File: src/rtl/nibble_serial_adder_ctrl.sv
// Serial WIDTH-bit adder: one 4-bit slice sequenced LSB nibble first, carry registered
// between nibbles. Define NIBBLE_ADD_SUB_EN to add the op_sub port (A - B).
module nibble_serial_adder_ctrl #(
  parameter int WIDTH = 32
) (
  input  logic             clk,
  input  logic             reset,
  input  logic             in_valid,
  output logic             in_ready,
  input  logic [WIDTH-1:0] a,
  input  logic [WIDTH-1:0] b,
  input  logic             cin,
`ifdef NIBBLE_ADD_SUB_EN
  input  logic             op_sub,
`endif
  output logic             out_valid,
  input  logic             out_ready,
  output logic [WIDTH-1:0] sum,
  output logic             cout,
  output logic             ovf
);

  localparam int N  = WIDTH / 4;
  localparam int IW = (N > 1) ? $clog2(N) : 1;

  typedef enum logic [1:0] {IDLE, RUN, DONE} state_t;

  state_t          state, state_next;
  logic [WIDTH-1:0] a_r, b_r, sum_r;
  logic            carry;
  logic [IW-1:0]   idx;
  logic            accept, last, release_result;
  logic [4:0]      slice;
  logic            b_inv, c0;

  assign accept         = (state == IDLE) && in_valid && !reset;
  assign last           = (idx == IW'(N - 1));
  assign release_result = (state == DONE) && out_ready;

`ifdef NIBBLE_ADD_SUB_EN
  assign b_inv = op_sub;
  assign c0    = op_sub ? 1'b1 : cin;
`else
  assign b_inv = 1'b0;
  assign c0    = cin;
`endif

  // The 4-bit slice: nibble of A plus nibble of effective B plus registered carry.
  assign slice = {1'b0, a_r[idx*4 +: 4]} + {1'b0, b_r[idx*4 +: 4]} + {4'b0, carry};

  always_ff @(posedge clk) begin
    if (reset) state <= IDLE;
    else       state <= state_next;
  end

  always_comb begin
    state_next = state;
    case (state)
      IDLE: if (in_valid) state_next = RUN;
      RUN:  if (last) state_next = DONE;
      DONE: if (out_ready) state_next = IDLE;
      default: state_next = IDLE;
    endcase
  end

  // b_r keeps the effective B so overflow can be derived from stored operands alone.
  always_ff @(posedge clk) begin
    if (reset) begin
      a_r   <= '0;
      b_r   <= '0;
      sum_r <= '0;
      carry <= 1'b0;
      idx   <= '0;
    end else if (accept) begin
      a_r   <= a;
      b_r   <= b_inv ? ~b : b;
      sum_r <= '0;
      carry <= c0;
      idx   <= '0;
    end else if (state == RUN) begin
      sum_r[idx*4 +: 4] <= slice[3:0];
      carry             <= slice[4];
      if (!last) idx <= idx + 1'b1;
    end
  end

  assign in_ready  = (state == IDLE) && !reset;
  assign out_valid = (state == DONE) && !release_result ? 1'b1 : (state == DONE);
  assign sum       = sum_r;
  assign cout      = (state == DONE) && carry;
  assign ovf       = (state == DONE) && (a_r[WIDTH-1] == b_r[WIDTH-1])
                     && (sum_r[WIDTH-1] != a_r[WIDTH-1]);

endmodule

File: config.mk
export PLATFORM = sky130hd
export DESIGN_NAME = nibble_serial_adder_ctrl
export DESIGN_NICKNAME = d
export VERILOG_FILES = /design/src/rtl/nibble_serial_adder_ctrl.sv
export SDC_FILE = /design/constraint.sdc
export NUM_CORES = 1
export LEC_CHECK = 0
export CORE_ASPECT_RATIO = 1.2
export CORE_MARGIN = 3
export CORE_UTILIZATION = 30
export DETAILED_ROUTE_END_ITERATION = 10
export HOLD_SLACK_MARGIN = 0.02
export PLACE_DENSITY_LB_ADDON = 0.12
export SYNTH_ARGS = -nofsm -noshare
export SYNTH_HDL_FRONTEND = slang
export SYNTH_SLANG_ARGS = --single-unit
export TNS_END_PERCENT = 10
File: constraint.sdc
create_clock -name clk -period 3.2 [get_ports clk]
set_input_delay 0.32 -clock clk [delete_from_list [all_inputs] [get_ports clk]]
set_output_delay 0.32 -clock clk [all_outputs]
set_load 0.05 [all_outputs]
==> results of run 1 <==
-- Yosys cell counts (3+ instances only) --
cell type / number / area (sq um)
ha_1: 10 / 125
mux2i_1: 22 / 220
nand3_1: 9 / 45.0
dfxtp_1: 102 / 2040
nor3_1: 6 / 30.0
a21oi_1: 6 / 30.0
nand2_1: 39 / 146
buf_2: 13 / 65.1
nand2b_1: 7 / 43.8
or4_1: 3 / 22.5
nor3_2: 4 / 40.0
nor2_1: 41 / 154
inv_1: 3 / 11.3
o21ai_1: 3 / 15.0
a22o_1: 64 / 561
clkbuf_1: 11 / 41.3
o21ai_0: 4 / 20.0
mux4_2: 16 / 360
-- worst max-delay path: stages (launching register included) --
cell and delay [ns]:
dfxtp_1 0.37, buf_12 0.20, mux4_2 0.51, nand2_1 0.08, nand2_1 0.08, fa_1 0.44, fa_1 0.48, xnor2_2 0.20
nor3_1 0.27, mux2i_1 0.14, nor2_1 0.10
-- routing by layer --
metal	global-route usage, %	up-vias	part of all wire [%]
met3	3.18	12	3.5
met4	4.83	0	1.4
met1	19.0	1581	44
li1	-	1637	-
met2	25.4	75	51
met5	0	-	0
-- stage by stage --
step                      total power [mW]  instance area [sq um]  hold WS, ns  setup slack (ns)  utilization (%)
final                                 2.97                   5830        0.454             0.261             42.0
after global routing                  3.09                   5830        0.475            0.0760             42.0
after CTS                             3.00                   5820        0.457             0.207             42.0
after detailed placement              1.76                   5490        0.449             0.217             39.5
after global placement                1.76                   5490        0.450             0.303             39.5
after floorplan                       1.59                   4260        0.437             0.322                -
-- cell families (layout without fill, tap and decap cells) --
| logic type | count (synthesis) | count (layout) | share of synthesized area (%) |
|---|---|---|---|
| fa+ha+maj | 12 | 12 | 3.87 |
| flops | 102 | 102 | 47.9 |
| buf+inv | 32 | 132 | 3.64 |
| compound gates | 86 | 86 | 16.2 |
| simple gates | 123 | 123 | 13.9 |
| xor+xnor | 4 | 4 | 0.822 |
| mux | 38 | 38 | 13.6 |
-- sequential cells by signal (all words and copies together) (netlist names) --
name,cells
state,2
carry,1
b_r,32
sum,32
idx,3
a_r,32
-- worst paths after layout --
kind                            startpoint  endpoint  slack, ns
worst max-delay path                idx[0]   sum[10]       0.26
worst min-delay path               sum[16]   sum[16]       0.45
worst max register to register      idx[0]   sum[10]       0.26
worst min register to register     sum[16]   sum[16]       0.45
-- cell type report --
type | count | area [sq um] | share of cell area [%]
Clock buffer | 11 | 243 | 4.16
Clock inverter | 4 | 95.1 | 1.63
Inverter | 4 | 15.0 | 0.258
Multi-Input combinational cell | 263 | 2090 | 35.8
Sequential cell | 102 | 2040 | 35.0
Tap cell | 171 | 214 | 3.67
Timing Repair Buffer | 113 | 1130 | 19.4
-- cells in the final DEF (no fill, tap or decap), drive strengths merged, types with 2 or more instances in the layout --
cell type,netlist,layout
clkbuf,11,11
nand2b,7,7
xor2,2,2
o22ai,2,2
ha,10,10
o21ai,7,7
clkinv,1,2
nor3,10,10
clkdlybuf4s50,0,104
bufinv,0,3
a21oi,6,6
nor2,41,41
nand4,2,2
inv,3,3
buf,17,9
nand2,39,39
mux2i,22,22
o31ai,2,2
xnor2,2,2
a22o,64,64
dfxtp,102,102
or2,3,3
or4,3,3
nand3,11,11
nor3b,3,3
mux4,16,16
fa,2,2
a21o,2,2
-- power by group through the flow --
stage	clock [mW]	combinational (mW)	sequential [mW]
2_1_floorplan	0	0.206	1.38
3_3_place_gp	0	0.367	1.39
3_5_place_dp	0	0.370	1.39
4_1_cts	1.27	0.371	1.36
5_1_grt	1.33	0.400	1.37
6_report	1.24	0.367	1.36
==> flow_metrics.tcl, run 1 <==
set metrics [dict create \
    htree_levels 3 \
    drv_slew 0 \
    clock_latency_ns 0.34 \
    port-buffer-count 104 \
    grt_pass1_wl_mm 18.3 \
    die_w_um 115 \
    swShare_pct 22.5 \
    timing.final.hold_violations 0 \
    first_pass_iters 4 \
    leakagePower_nw 2.24 \
    routed_wl_mm 11.4 \
    synth_edf_count 0 \
    r2r_cells 10 \
    status "finished, final reports clean" \
    avgSynthCellArea_sq_um 10.7 \
    drive_gt1_share_pct 10.3 \
    syn_nets 478 \
    ctsResizeCount 0 \
    post-route-period-util_pct 91.9 \
    first_iter_violations 177 \
    cellInternalPower_mw 2.30 \
    viasPerCell 4.95 \
    min_path_type "flip-flop to flip-flop" \
    gp_congestion 0.754 \
    synth_seq_cells 102 \
    p_per_area_nw_per_um2 509 \
    max_slew_margin_pct 42.9 \
    rows 47 \
    max_freq_ghz 0.340 \
    cts_tree "done" \
    dieArea_sq_um 15700 \
    fin_crit_ns 2.94 \
    drc 0 \
    cp_max_fo 20 \
    coreArea_sq_um 13900 \
    grt_pass1_vias 3448 \
    grtUsageTotal_pct 15.0 \
    worst_pin_slew_ns 0.857 \
    fin_skew_ns 0.00543 \
    p_clk_share_pct 41.7 \
    antenna_cells 0 \
    path_class "flip-flop to flip-flop" \
    cts_buffers 9 \
    post_cts_buffers 0 \
    rsz0062_at_grt "false" \
    synth_top_flop_cell "dfxtp_1" \
    dp_hpwl_mm 8.47 \
    start_kind "flip-flop" \
    cts_max_path_buffers 2 \
    crit_required_ns 3.48 \
    async_flop_share_pct 0 \
    seqPwrFrac_pct 45.9 \
    final_cells 668 \
    synthCells 397 \
    ctsHoldBuffers 0 \
    grt_max_degree 65 \
    critPathArrivalTime_ns 3.22 \
    synth_cell_types 41 \
    gr-total-overflow 0 \
    die_y_um 137 \
    routedWlPerCell_um 17.0 \
    fillers 1368 \
    p_comb_share_pct 12.4 \
    io_pins 105 \
    final.setup.tns_ns 0 \
    initial_core_util_pct 30.7 \
    ys_seq_area_share_pct 47.9 \
    place_inst 653 \
    root_buffer "clkbuf_16" \
    p_switching_uw 667 \
    netlist_area_sq_um 4260 \
    hold_depth 2 \
    postRouteAntennaNets 0 \
    yosysWarnings 0 \
    end_kind "flip-flop" \
    cts.sinks 102 \
    ir_worst_vdd_mv 0.201 \
    area_growth_pct 36.8 \
    clkTransAtPathRegs_ns 0.07 \
    num-nets-final 574 \
    finalSetupViolations 0 \
    vias 3305 \
    antenna_found_initial 0 \
    drv_cap 0 \
]
(Power assumes the default switching activity.)
==> inputs of run 2 (changes only) <==
--- a/config.mk
+++ b/config.mk
@@ -14,4 +14,4 @@
 export SYNTH_ARGS = -nofsm -noshare
 export SYNTH_HDL_FRONTEND = slang
 export SYNTH_SLANG_ARGS = --single-unit
-export TNS_END_PERCENT = 10
+export TNS_END_PERCENT = 1
==> results of run 2 <==
The final DEF is identical to that of run 1; final timing and power are the same.
